`src/rtl/mips_controller_pkg.sv`:
```
// ---------------------------------------------------------------------------
// mips_controller_pkg
// Shared constants for the multicycle MIPS controller: instruction opcodes,
// R-type function codes, ALU control codes, ALU-op classes, datapath mux
// selects and the FSM state codes (exported on the debug state port).
// ---------------------------------------------------------------------------
package mips_controller_pkg;

    // Opcodes (instr[31:26])
    localparam logic [5:0] OP_RTYPE = 6'b000000;
    localparam logic [5:0] OP_J     = 6'b000010;
    localparam logic [5:0] OP_BEQ   = 6'b000100;
    localparam logic [5:0] OP_ADDI  = 6'b001000;
    localparam logic [5:0] OP_LB    = 6'b100000;
    localparam logic [5:0] OP_SB    = 6'b101000;

    // R-type function codes (instr[5:0])
    localparam logic [5:0] FN_ADD = 6'b100000;
    localparam logic [5:0] FN_SUB = 6'b100010;
    localparam logic [5:0] FN_AND = 6'b100100;
    localparam logic [5:0] FN_OR  = 6'b100101;
    localparam logic [5:0] FN_SLT = 6'b101010;

    // ALU control codes
    localparam logic [2:0] ALU_ADD = 3'b010;
    localparam logic [2:0] ALU_SUB = 3'b110;
    localparam logic [2:0] ALU_AND = 3'b000;
    localparam logic [2:0] ALU_OR  = 3'b001;
    localparam logic [2:0] ALU_SLT = 3'b111;

    // ALU operation class handed to the ALU decoder
    localparam logic [1:0] ALUOP_ADD   = 2'b00;
    localparam logic [1:0] ALUOP_SUB   = 2'b01;
    localparam logic [1:0] ALUOP_FUNCT = 2'b10;

    // ALU B-operand select
    localparam logic [1:0] SRCB_REG  = 2'b00;
    localparam logic [1:0] SRCB_ONE  = 2'b01;
    localparam logic [1:0] SRCB_IMM  = 2'b10;
    localparam logic [1:0] SRCB_IMM4 = 2'b11;

    // Next-PC select
    localparam logic [1:0] PCSRC_ALU  = 2'b00;
    localparam logic [1:0] PCSRC_FLOP = 2'b01;
    localparam logic [1:0] PCSRC_JUMP = 2'b10;

    typedef enum logic [3:0] {
        FETCH1   = 4'd0,
        FETCH2   = 4'd1,
        FETCH3   = 4'd2,
        FETCH4   = 4'd3,
        DECODE   = 4'd4,
        MEMADR   = 4'd5,
        LBRD     = 4'd6,
        LBWR     = 4'd7,
        SBWR     = 4'd8,
        RTYPEEX  = 4'd9,
        RTYPEWR  = 4'd10,
        BEQEX    = 4'd11,
        JEX      = 4'd12,
        ADDIEX   = 4'd13,
        ADDIWR   = 4'd14,
        BADSTATE = 4'd15
    } state_t;

    // Instruction-register byte enable for fetch cycle idx (0..3):
    // the most significant byte is loaded first.
    function automatic logic [3:0] fetch_irwrite(input logic [1:0] idx);
        return 4'b1000 >> idx;
    endfunction

endpackage

```
`src/rtl/mips_controller_if.sv`:
```
// ---------------------------------------------------------------------------
// mips_controller_if
// Controller <-> datapath/memory bundle.
//   From datapath : op[5:0], funct[5:0], zero
//   To datapath   : pcen, iord, regdst, memtoreg, regwrite, alusrca,
//                   memread, memwrite, irwrite[3:0], alusrcb[1:0],
//                   pcsource[1:0], alucont[2:0], state[3:0] (debug)
// Modports: master = controller side, slave = datapath side.
// ---------------------------------------------------------------------------
interface mips_controller_if;

    logic [5:0] op;
    logic [5:0] funct;
    logic       zero;

    logic       pcen;
    logic       iord;
    logic       regdst;
    logic       memtoreg;
    logic       regwrite;
    logic       alusrca;
    logic       memread;
    logic       memwrite;
    logic [3:0] irwrite;
    logic [1:0] alusrcb;
    logic [1:0] pcsource;
    logic [2:0] alucont;
    logic [3:0] state;

    modport master (
        input  op, funct, zero,
        output pcen, iord, regdst, memtoreg, regwrite, alusrca, memread,
               memwrite, irwrite, alusrcb, pcsource, alucont, state
    );

    modport slave (
        output op, funct, zero,
        input  pcen, iord, regdst, memtoreg, regwrite, alusrca, memread,
               memwrite, irwrite, alusrcb, pcsource, alucont, state
    );

endinterface

```
`src/rtl/mips_controller_alu_decoder.sv`:
```
// ---------------------------------------------------------------------------
// alu_decoder
// Combinational ALU control decode.
//   aluop_i[1:0] : 00 add, 01 sub, 10 take operation from funct_i
//   funct_i[5:0] : R-type function field
//   alucont_o[2:0]: ALU function code
// Unknown funct values and aluop 11 fall back to add.
// ---------------------------------------------------------------------------
module alu_decoder
    import mips_controller_pkg::*;
(
    input  logic [1:0] aluop_i,
    input  logic [5:0] funct_i,
    output logic [2:0] alucont_o
);

    always_comb begin
        alucont_o = ALU_ADD;
        case (aluop_i)
            ALUOP_SUB: alucont_o = ALU_SUB;
            ALUOP_FUNCT: begin
                case (funct_i)
                    FN_ADD:  alucont_o = ALU_ADD;
                    FN_SUB:  alucont_o = ALU_SUB;
                    FN_AND:  alucont_o = ALU_AND;
                    FN_OR:   alucont_o = ALU_OR;
                    FN_SLT:  alucont_o = ALU_SLT;
                    default: alucont_o = ALU_ADD;
                endcase
            end
            default: alucont_o = ALU_ADD;
        endcase
    end

endmodule

```
`src/rtl/mips_controller.sv`:
```
// ---------------------------------------------------------------------------
// mips_controller
// Multicycle Moore FSM controller for an 8-bit-memory MIPS subset
// (LB, SB, R-type, BEQ, J, ADDI). The 32-bit instruction is fetched one
// byte per cycle over FETCH1..FETCH4, then decoded and executed.
//   clk   : rising-edge clock
//   reset : asynchronous, active-low; forces FETCH1 and idles all outputs
//   bus   : mips_controller_if.master (op/funct/zero in, controls out)
// Outputs decode from the state alone, except pcen in BEQEX (follows zero)
// and alucont in RTYPEEX (follows funct).
// ---------------------------------------------------------------------------
module mips_controller
    import mips_controller_pkg::*;
(
    input  logic              clk,
    input  logic              reset,
    mips_controller_if.master bus
);

    state_t     state_q;
    state_t     state_d;

    logic       pcen;
    logic       iord;
    logic       regdst;
    logic       memtoreg;
    logic       regwrite;
    logic       alusrca;
    logic       memread;
    logic       memwrite;
    logic [3:0] irwrite;
    logic [1:0] alusrcb;
    logic [1:0] pcsource;
    logic [1:0] aluop;
    logic [2:0] alucont;

    alu_decoder u_alu_decoder (
        .aluop_i   (aluop),
        .funct_i   (bus.funct),
        .alucont_o (alucont)
    );

    always_ff @(posedge clk or negedge reset) begin
        if (!reset) begin
            state_q <= FETCH1;
        end else begin
            state_q <= state_d;
        end
    end

    // Next-state logic. Any unexpected op in MEMADR (cannot occur with a
    // stable instruction register) falls back to FETCH1.
    always_comb begin
        state_d = FETCH1;
        case (state_q)
            FETCH1: state_d = FETCH2;
            FETCH2: state_d = FETCH3;
            FETCH3: state_d = FETCH4;
            FETCH4: state_d = DECODE;
            DECODE: begin
                case (bus.op)
                    OP_LB, OP_SB: state_d = MEMADR;
                    OP_RTYPE:     state_d = RTYPEEX;
                    OP_BEQ:       state_d = BEQEX;
                    OP_J:         state_d = JEX;
                    OP_ADDI:      state_d = ADDIEX;
                    default:      state_d = FETCH1;
                endcase
            end
            MEMADR: begin
                if (bus.op == OP_LB) begin
                    state_d = LBRD;
                end else if (bus.op == OP_SB) begin
                    state_d = SBWR;
                end else begin
                    state_d = FETCH1;
                end
            end
            LBRD:    state_d = LBWR;
            RTYPEEX: state_d = RTYPEWR;
            ADDIEX:  state_d = ADDIWR;
            default: state_d = FETCH1;
        endcase
    end

    // Output decode. While reset is held every strobe is forced idle, so the
    // FETCH1 strobes only appear once reset is released.
    always_comb begin
        pcen     = 1'b0;
        iord     = 1'b0;
        regdst   = 1'b0;
        memtoreg = 1'b0;
        regwrite = 1'b0;
        alusrca  = 1'b0;
        memread  = 1'b0;
        memwrite = 1'b0;
        irwrite  = 4'b0000;
        alusrcb  = SRCB_REG;
        pcsource = PCSRC_ALU;
        aluop    = ALUOP_ADD;
        if (reset) begin
            case (state_q)
                FETCH1, FETCH2, FETCH3, FETCH4: begin
                    memread = 1'b1;
                    alusrcb = SRCB_ONE;
                    pcen    = 1'b1;
                    irwrite = fetch_irwrite(state_q[1:0]);
                end
                // Precompute the branch target into aluout_flop.
                DECODE: alusrcb = SRCB_IMM4;
                MEMADR: begin
                    alusrca = 1'b1;
                    alusrcb = SRCB_IMM;
                end
                LBRD: begin
                    alusrca = 1'b1;
                    alusrcb = SRCB_IMM;
                    iord    = 1'b1;
                    memread = 1'b1;
                end
                LBWR: begin
                    regwrite = 1'b1;
                    memtoreg = 1'b1;
                end
                SBWR: begin
                    alusrca  = 1'b1;
                    alusrcb  = SRCB_IMM;
                    iord     = 1'b1;
                    memwrite = 1'b1;
                end
                RTYPEEX: begin
                    alusrca = 1'b1;
                    aluop   = ALUOP_FUNCT;
                end
                RTYPEWR: begin
                    regwrite = 1'b1;
                    regdst   = 1'b1;
                end
                BEQEX: begin
                    alusrca  = 1'b1;
                    aluop    = ALUOP_SUB;
                    pcsource = PCSRC_FLOP;
                    pcen     = bus.zero;
                end
                JEX: begin
                    pcsource = PCSRC_JUMP;
                    pcen     = 1'b1;
                end
                ADDIEX: begin
                    alusrca = 1'b1;
                    alusrcb = SRCB_IMM;
                end
                ADDIWR: regwrite = 1'b1;
                default: ;
            endcase
        end
    end

    assign bus.pcen     = pcen;
    assign bus.iord     = iord;
    assign bus.regdst   = regdst;
    assign bus.memtoreg = memtoreg;
    assign bus.regwrite = regwrite;
    assign bus.alusrca  = alusrca;
    assign bus.memread  = memread;
    assign bus.memwrite = memwrite;
    assign bus.irwrite  = irwrite;
    assign bus.alusrcb  = alusrcb;
    assign bus.pcsource = pcsource;
    assign bus.alucont  = alucont;
    assign bus.state    = state_q;

endmodule

```
`src/flat_wrapper.sv`:
```
// flat-port wrapper written by rule: the top's interface ports become plain ports
module mips_controller_flat import mips_controller_pkg::*;
  (clk, reset, bus_op, bus_funct, bus_zero, bus_pcen, bus_iord, bus_regdst, bus_memtoreg, bus_regwrite, bus_alusrca, bus_memread, bus_memwrite, bus_irwrite, bus_alusrcb, bus_pcsource, bus_alucont, bus_state);
  mips_controller_if bus_i ();
  input  logic clk;
  input  logic reset;
  input wire logic [$bits(bus_i.op)-1:0] bus_op;
  input wire logic [$bits(bus_i.funct)-1:0] bus_funct;
  input wire logic [$bits(bus_i.zero)-1:0] bus_zero;
  output wire logic [$bits(bus_i.pcen)-1:0] bus_pcen;
  output wire logic [$bits(bus_i.iord)-1:0] bus_iord;
  output wire logic [$bits(bus_i.regdst)-1:0] bus_regdst;
  output wire logic [$bits(bus_i.memtoreg)-1:0] bus_memtoreg;
  output wire logic [$bits(bus_i.regwrite)-1:0] bus_regwrite;
  output wire logic [$bits(bus_i.alusrca)-1:0] bus_alusrca;
  output wire logic [$bits(bus_i.memread)-1:0] bus_memread;
  output wire logic [$bits(bus_i.memwrite)-1:0] bus_memwrite;
  output wire logic [$bits(bus_i.irwrite)-1:0] bus_irwrite;
  output wire logic [$bits(bus_i.alusrcb)-1:0] bus_alusrcb;
  output wire logic [$bits(bus_i.pcsource)-1:0] bus_pcsource;
  output wire logic [$bits(bus_i.alucont)-1:0] bus_alucont;
  output wire logic [$bits(bus_i.state)-1:0] bus_state;
  assign bus_i.op = bus_op;
  assign bus_i.funct = bus_funct;
  assign bus_i.zero = bus_zero;
  assign bus_pcen = bus_i.pcen;
  assign bus_iord = bus_i.iord;
  assign bus_regdst = bus_i.regdst;
  assign bus_memtoreg = bus_i.memtoreg;
  assign bus_regwrite = bus_i.regwrite;
  assign bus_alusrca = bus_i.alusrca;
  assign bus_memread = bus_i.memread;
  assign bus_memwrite = bus_i.memwrite;
  assign bus_irwrite = bus_i.irwrite;
  assign bus_alusrcb = bus_i.alusrcb;
  assign bus_pcsource = bus_i.pcsource;
  assign bus_alucont = bus_i.alucont;
  assign bus_state = bus_i.state;
  mips_controller u_core (.clk(clk), .reset(reset), .bus(bus_i));
endmodule
```
`config.mk`:
```
export PLATFORM = sky130hd
export DESIGN_NAME = mips_controller_flat
export DESIGN_NICKNAME = d
export VERILOG_FILES = /design/src/rtl/mips_controller_pkg.sv /design/src/rtl/mips_controller_if.sv /design/src/rtl/mips_controller_alu_decoder.sv /design/src/rtl/mips_controller.sv /design/src/flat_wrapper.sv
export SDC_FILE = /design/constraint.sdc
export NUM_CORES = 1
export LEC_CHECK = 0
export CORE_MARGIN = 2
export CORE_UTILIZATION = 37
export DETAILED_ROUTE_END_ITERATION = 8
export HOLD_SLACK_MARGIN = 0.06
export PLACE_DENSITY = 0.79
export SLEW_MARGIN = 20
export SYNTH_ARGS = -nofsm -noshare
export SYNTH_HDL_FRONTEND = slang
export SYNTH_SLANG_ARGS = --single-unit
```
`constraint.sdc`:
```
create_clock -name clk -period 2.6 [get_ports clk]
set_input_delay 0.78 -clock clk [delete_from_list [all_inputs] [get_ports clk]]
set_output_delay 0.78 -clock clk [all_outputs]
set_load 0.01 [all_outputs]
```
After elaboration in Yosys (flattened, before gate mapping):

Index checks and enable logic that the tools add are counted.

* register bits: 4
* bits of input ports: 15
* output and inout bits: 23
* word-level logic and storage cells: 67

* eq/ne operators: 25
* shifts and indexed selects: 1
* muxes and demuxes: 30
* reduce and logical (&&, ||, !) cells: 10

Operators with widths (number)
* equality test 6 bit, second input constant: 6
* one-hot mux 4 bit (9 select lines): 1
* equality test 4 bit, second input constant: 7
* one-hot mux 4 bit (5 select lines): 1
* equality test 4 x 3 -> 1 bit, second input constant: 4
* two-way mux 4 bit: 4
* two-way mux 1 bit: 15
* one-hot mux 3 bit (4 select lines): 1
* OR reduction 5 bit: 2
* equality test 4 x 2 -> 1 bit, second input constant: 2
* one-hot mux 2 bit (2 select lines): 2
* OR reduction 4 bit: 2
* equality test 6 x 2 -> 1 bit, second input constant: 1
* equality test 6 x 3 -> 1 bit, second input constant: 1
* equality test 6 x 4 -> 1 bit, second input constant: 1
* zero test 6 bit: 1
* two-way mux 2 bit: 3
* one-hot mux 2 bit (3 select lines): 1
* one-hot mux 3 bit (2 select lines): 1
* OR reduction 6 bit: 1
* equality test 4 x 1 -> 1 bit, second input constant: 1
* zero test 4 bit: 1
* OR reduction 2 bit: 2
* right shift 4 x 2 -> 4 bit, first input constant: 1
* 4 further kinds: 4

Longest topological paths before layout:

* depth after elaboration: 5
* depth in mapped cells: 7
* mapped depth without buffers: 6

Cells and area by module:

From an unflattened synthesis, not the netlist that was laid out.

* cells, all modules: 98
* area, all modules: 674.4 um^2

Modules (own cells, without submodules)
* mips_controller: times used 1, cells each 83, area each 555.5 um^2, sequential area each 100.1 um^2
* alu_decoder: times used 1, cells each 15, area each 118.9 um^2, sequential area each 0.0 um^2

Worst setup path after synthesis:

Ideal clock, no wire load.

* path type: input port to output port
* from: input reset
* to: output bus_alucont[1]
* data arrival time: 1655 ps
* required time: 1820 ps
* path slack: 165 ps
* stages on the path: 4
* buffers on the path: 1
* path through: buf_2 > nand4_1 > ha_1 > a211o_1

* word-level cells in the longest chain between the ends: 3
* elaborated cells between the ends (all ways): 4

Ends and longest elaborated chain
* start: declaration: RTL line flat_wrapper.sv:6 `input logic reset;`
* two-way mux 2 bit (*): RTL line mips_controller.sv:101 `if (reset) begin`
* equality test 2 bit or equality test 2 x 1 -> 1 bit (tied branches): RTL line mips_controller_alu_decoder.sv:19 `case (aluop_i)`
* one-hot mux 3 bit (2 select lines) (*): RTL line mips_controller_alu_decoder.sv:19
* end: declaration: RTL line flat_wrapper.sv:21 `output wire logic [$bits(bus_i.alucont)-1:0] bus_alucont;`

Every way passes the cells marked *; elsewhere a longest branch is shown, timed or not.

Worst setup path after layout:

Same ends and word-level chain as after synthesis.

==> flow_summary.yaml <==
outcome:
  status: "complete, no violations"
drt:
  drt-total-wl_um: 2130
  route.detailed.drc: 0
  ant_nets: 0
  drtIter0Drc: 8
  vias: 886
  wire_per_inst_um: 13.2
  firstDrtPassIters: 4
  via_per_inst: 5.47
pwr:
  finalPower_uw: 986
  p_leak_uw: 0.000583
  power_density_nw_per_um2: 854
  vdd_drop_max_mv: 0.605
setup_path:
  crit_arrival_ns: 1.76
  worstPathMaxFanout: 4
  crit_required_ns: 1.82
  startpoint_type: "input pin"
  rr_worst_depth: 5
  path_class: "in -> out"
  endpoint_kind: "output port"
global_routing:
  antenna_found_initial: 0
  grt_max_degree: 19
  grt_overflow: 0
  grt_pass1_vias: 775
  grt.total_usage_pct: 21.1
  grt_pass1_wl_um: 3220
yosys:
  synth_top_cell_by_area: "dfrtp_1"
  synth_cells: 95
  synth-seq-cells: 4
  ys_warn_count: 0
  syn_area_um2: 641
  ys_types: 34
  synth_top_area_share_pct: 15.6
  seq_area_frac_synth_pct: 15.6
  syn_avg_cell_area_um2: 6.74
  synth_nets: 112
  yosys-top-cells-area: "dfrtp_1 (16%), nor2_1 (7.6%), nand2b_1 (4.9%), a21oi_1 (4.7%), nor3_1 (4.7%)"
final_layout:
  final_area_um2: 1150
  mostFrequentLayoutCells: "clkdlybuf4s50_1 (14), buf_4 (14), nor2_1 (12)"
  fin_util_pct: 69.1
  largest_reg_flops: 4
  area_delta_synth_final_pct: 80.3
  layout-drive-gt1-share_pct: 26.2
  insertedDiodeCount: 0
  final-instance-count-excl-fill: 162
  nets: 164
floorplan:
  initial_utilization_pct: 38.4
  die-area_um2: 2080
  rows: 15
  fp.dieW_um: 45.6
  core_um2: 1670
  die_h_um: 45.6
  top_level_ports: 38
sta:
  rsz0062_at_grt: "no"
  period_needed_ns: 2.54
  setup_violations: 0
  tightest_slew_ns: 0.366
  fin_crit_sh_pct: 97.6
  clock_skew_ns: 0.00112
  timing.final.ws_setup_ns: 0.0637
  maxSlewViolCount: 0
  hold_viol: 0
  fmaxAchievable_ghz: 0.394
  slew_headroom_pct: 75.4
placed_design:
  dp_slack_ns: -0.731
  numPortBuffers: 37
  hpwl_um: 1540
  placed_cells: 155
  gp_congestion: 0.757
  placed_cell_area_um2: 1080
flow_run:
  cap_violations: 0
clock_tree:
  numCtsBuffers: 3
  tritoncts: "built"
  clk_pin_slew_ns: 0.04
  cts-htree-levels: 1
  clock_sinks: 4
  clk_latency_ns: 0.24
  cts_root_buf: "clkbuf_4"
  clk_path_buf_depth: 2
hold_path:
  hold_class: "in -> async"
==> metal layers <==
metal	up-vias	GRT usage (%)	wire length, µm
met5	-	0	0
met3	2	2.38	184
li1	441	-	-
met1	407	23.6	799
met2	36	39.4	1130
met4	0	8.82	17
==> where the power goes <==
| group | internal [µW] | leakage [µW] | switching, µW |
|---|---|---|---|
| registers | 94.6 | 0.0000509 | 13.9 |
| logic | 380 | 0.000519 | 420 |
| clock network | 51.7 | 0.0000138 | 25.9 |
| total | 526 | 0.000583 | 460 |
==> layout make-up <==
type                       count  area, µm²
inverter                       6       22.5
multi-input combinational     80        536
clock buffer                   3       22.5
sequential                     4        100
timing repair buffer          52        453
tap                           17       21.3
fill                         161        515
==> stage by stage <==
| stage | TNS [ns] | hold WS [ns] |
|---|---|---|
| 3_3_place_gp | -9.93 | 0.620 |
| 5_1_grt | 0 | 0.606 |
| 6_report | 0 | 0.584 |
| 2_1_floorplan | 0 | 0.484 |
| 3_5_place_dp | -10.07 | 0.630 |
| 4_1_cts | 0 | 0.570 |
==> timing repair <==
action	4_1_cts	5_1_grt
gates cloned	0	0
gates resized for setup	49	15
pin swaps	3	3
setup buffers	4	0
endpoints found under the setup margin	19	7
hold buffers	0	0
==> logic make-up (layout without fill, tap and decap cells) <==
group | Yosys count | after routing | share of synthesized area (%)
XOR/XNOR | 1 | 1 | 1.37
multiplexers | 1 | 1 | 1.56
AO/OA/AOI/OAI | 21 | 21 | 23.8
flip-flops | 4 | 4 | 15.6
AND/OR/NAND/NOR | 55 | 55 | 45.5
adder cells (fa/ha/maj) | 2 | 2 | 3.91
buffers and inverters | 11 | 61 | 8.20
==> Yosys cell counts <==
master    count
or2_2         1
nand2_1       8
a221oi_2      1
nor3_1        6
mux2i_1       1
nand4_1       4
a21oi_1       6
a22oi_1       1
buf_4         2
nand3_1       3
dfrtp_1       4
and2b_1       2
nor2b_1       4
xor2_1        1
or3b_1        1
nor4b_1       1
nor3b_1       3
a221oi_1      1
and2_1        1
and3_1        2
a32oi_1       1
inv_1         6
a41oi_1       1
nand2b_1      5
ha_1          2
a211o_1       1
o211ai_1      1
a31oi_1       1
o311ai_2      1
o21a_1        2
nor2_1       13
buf_2         3
or3_1         1
o21ai_0       4
==> final timing paths <==
path                                                from                       endpoint  slack (ns)
max in group asynchronous                          reset  u_core.bus.state[3]$_DFF_PN0_        1.90
min                                                reset  u_core.bus.state[1]$_DFF_PN0_        0.58
min reg2reg                u_core.bus.state[1]$_DFF_PN0_  u_core.bus.state[1]$_DFF_PN0_        0.63
max reg2reg                u_core.bus.state[1]$_DFF_PN0_  u_core.bus.state[2]$_DFF_PN0_        1.29
max                                                reset                 bus_alucont[1]        0.06
min in group clk           u_core.bus.state[1]$_DFF_PN0_  u_core.bus.state[1]$_DFF_PN0_        0.63
==> critical path, stage by stage <==
cell     delay, ns
buf_2         0.13
nand4_1       0.11
buf_4         0.13
inv_1         0.03
ha_2          0.17
a211o_1       0.26
buf_2         0.14
Note: power is estimated with default switching activity, not from simulation.
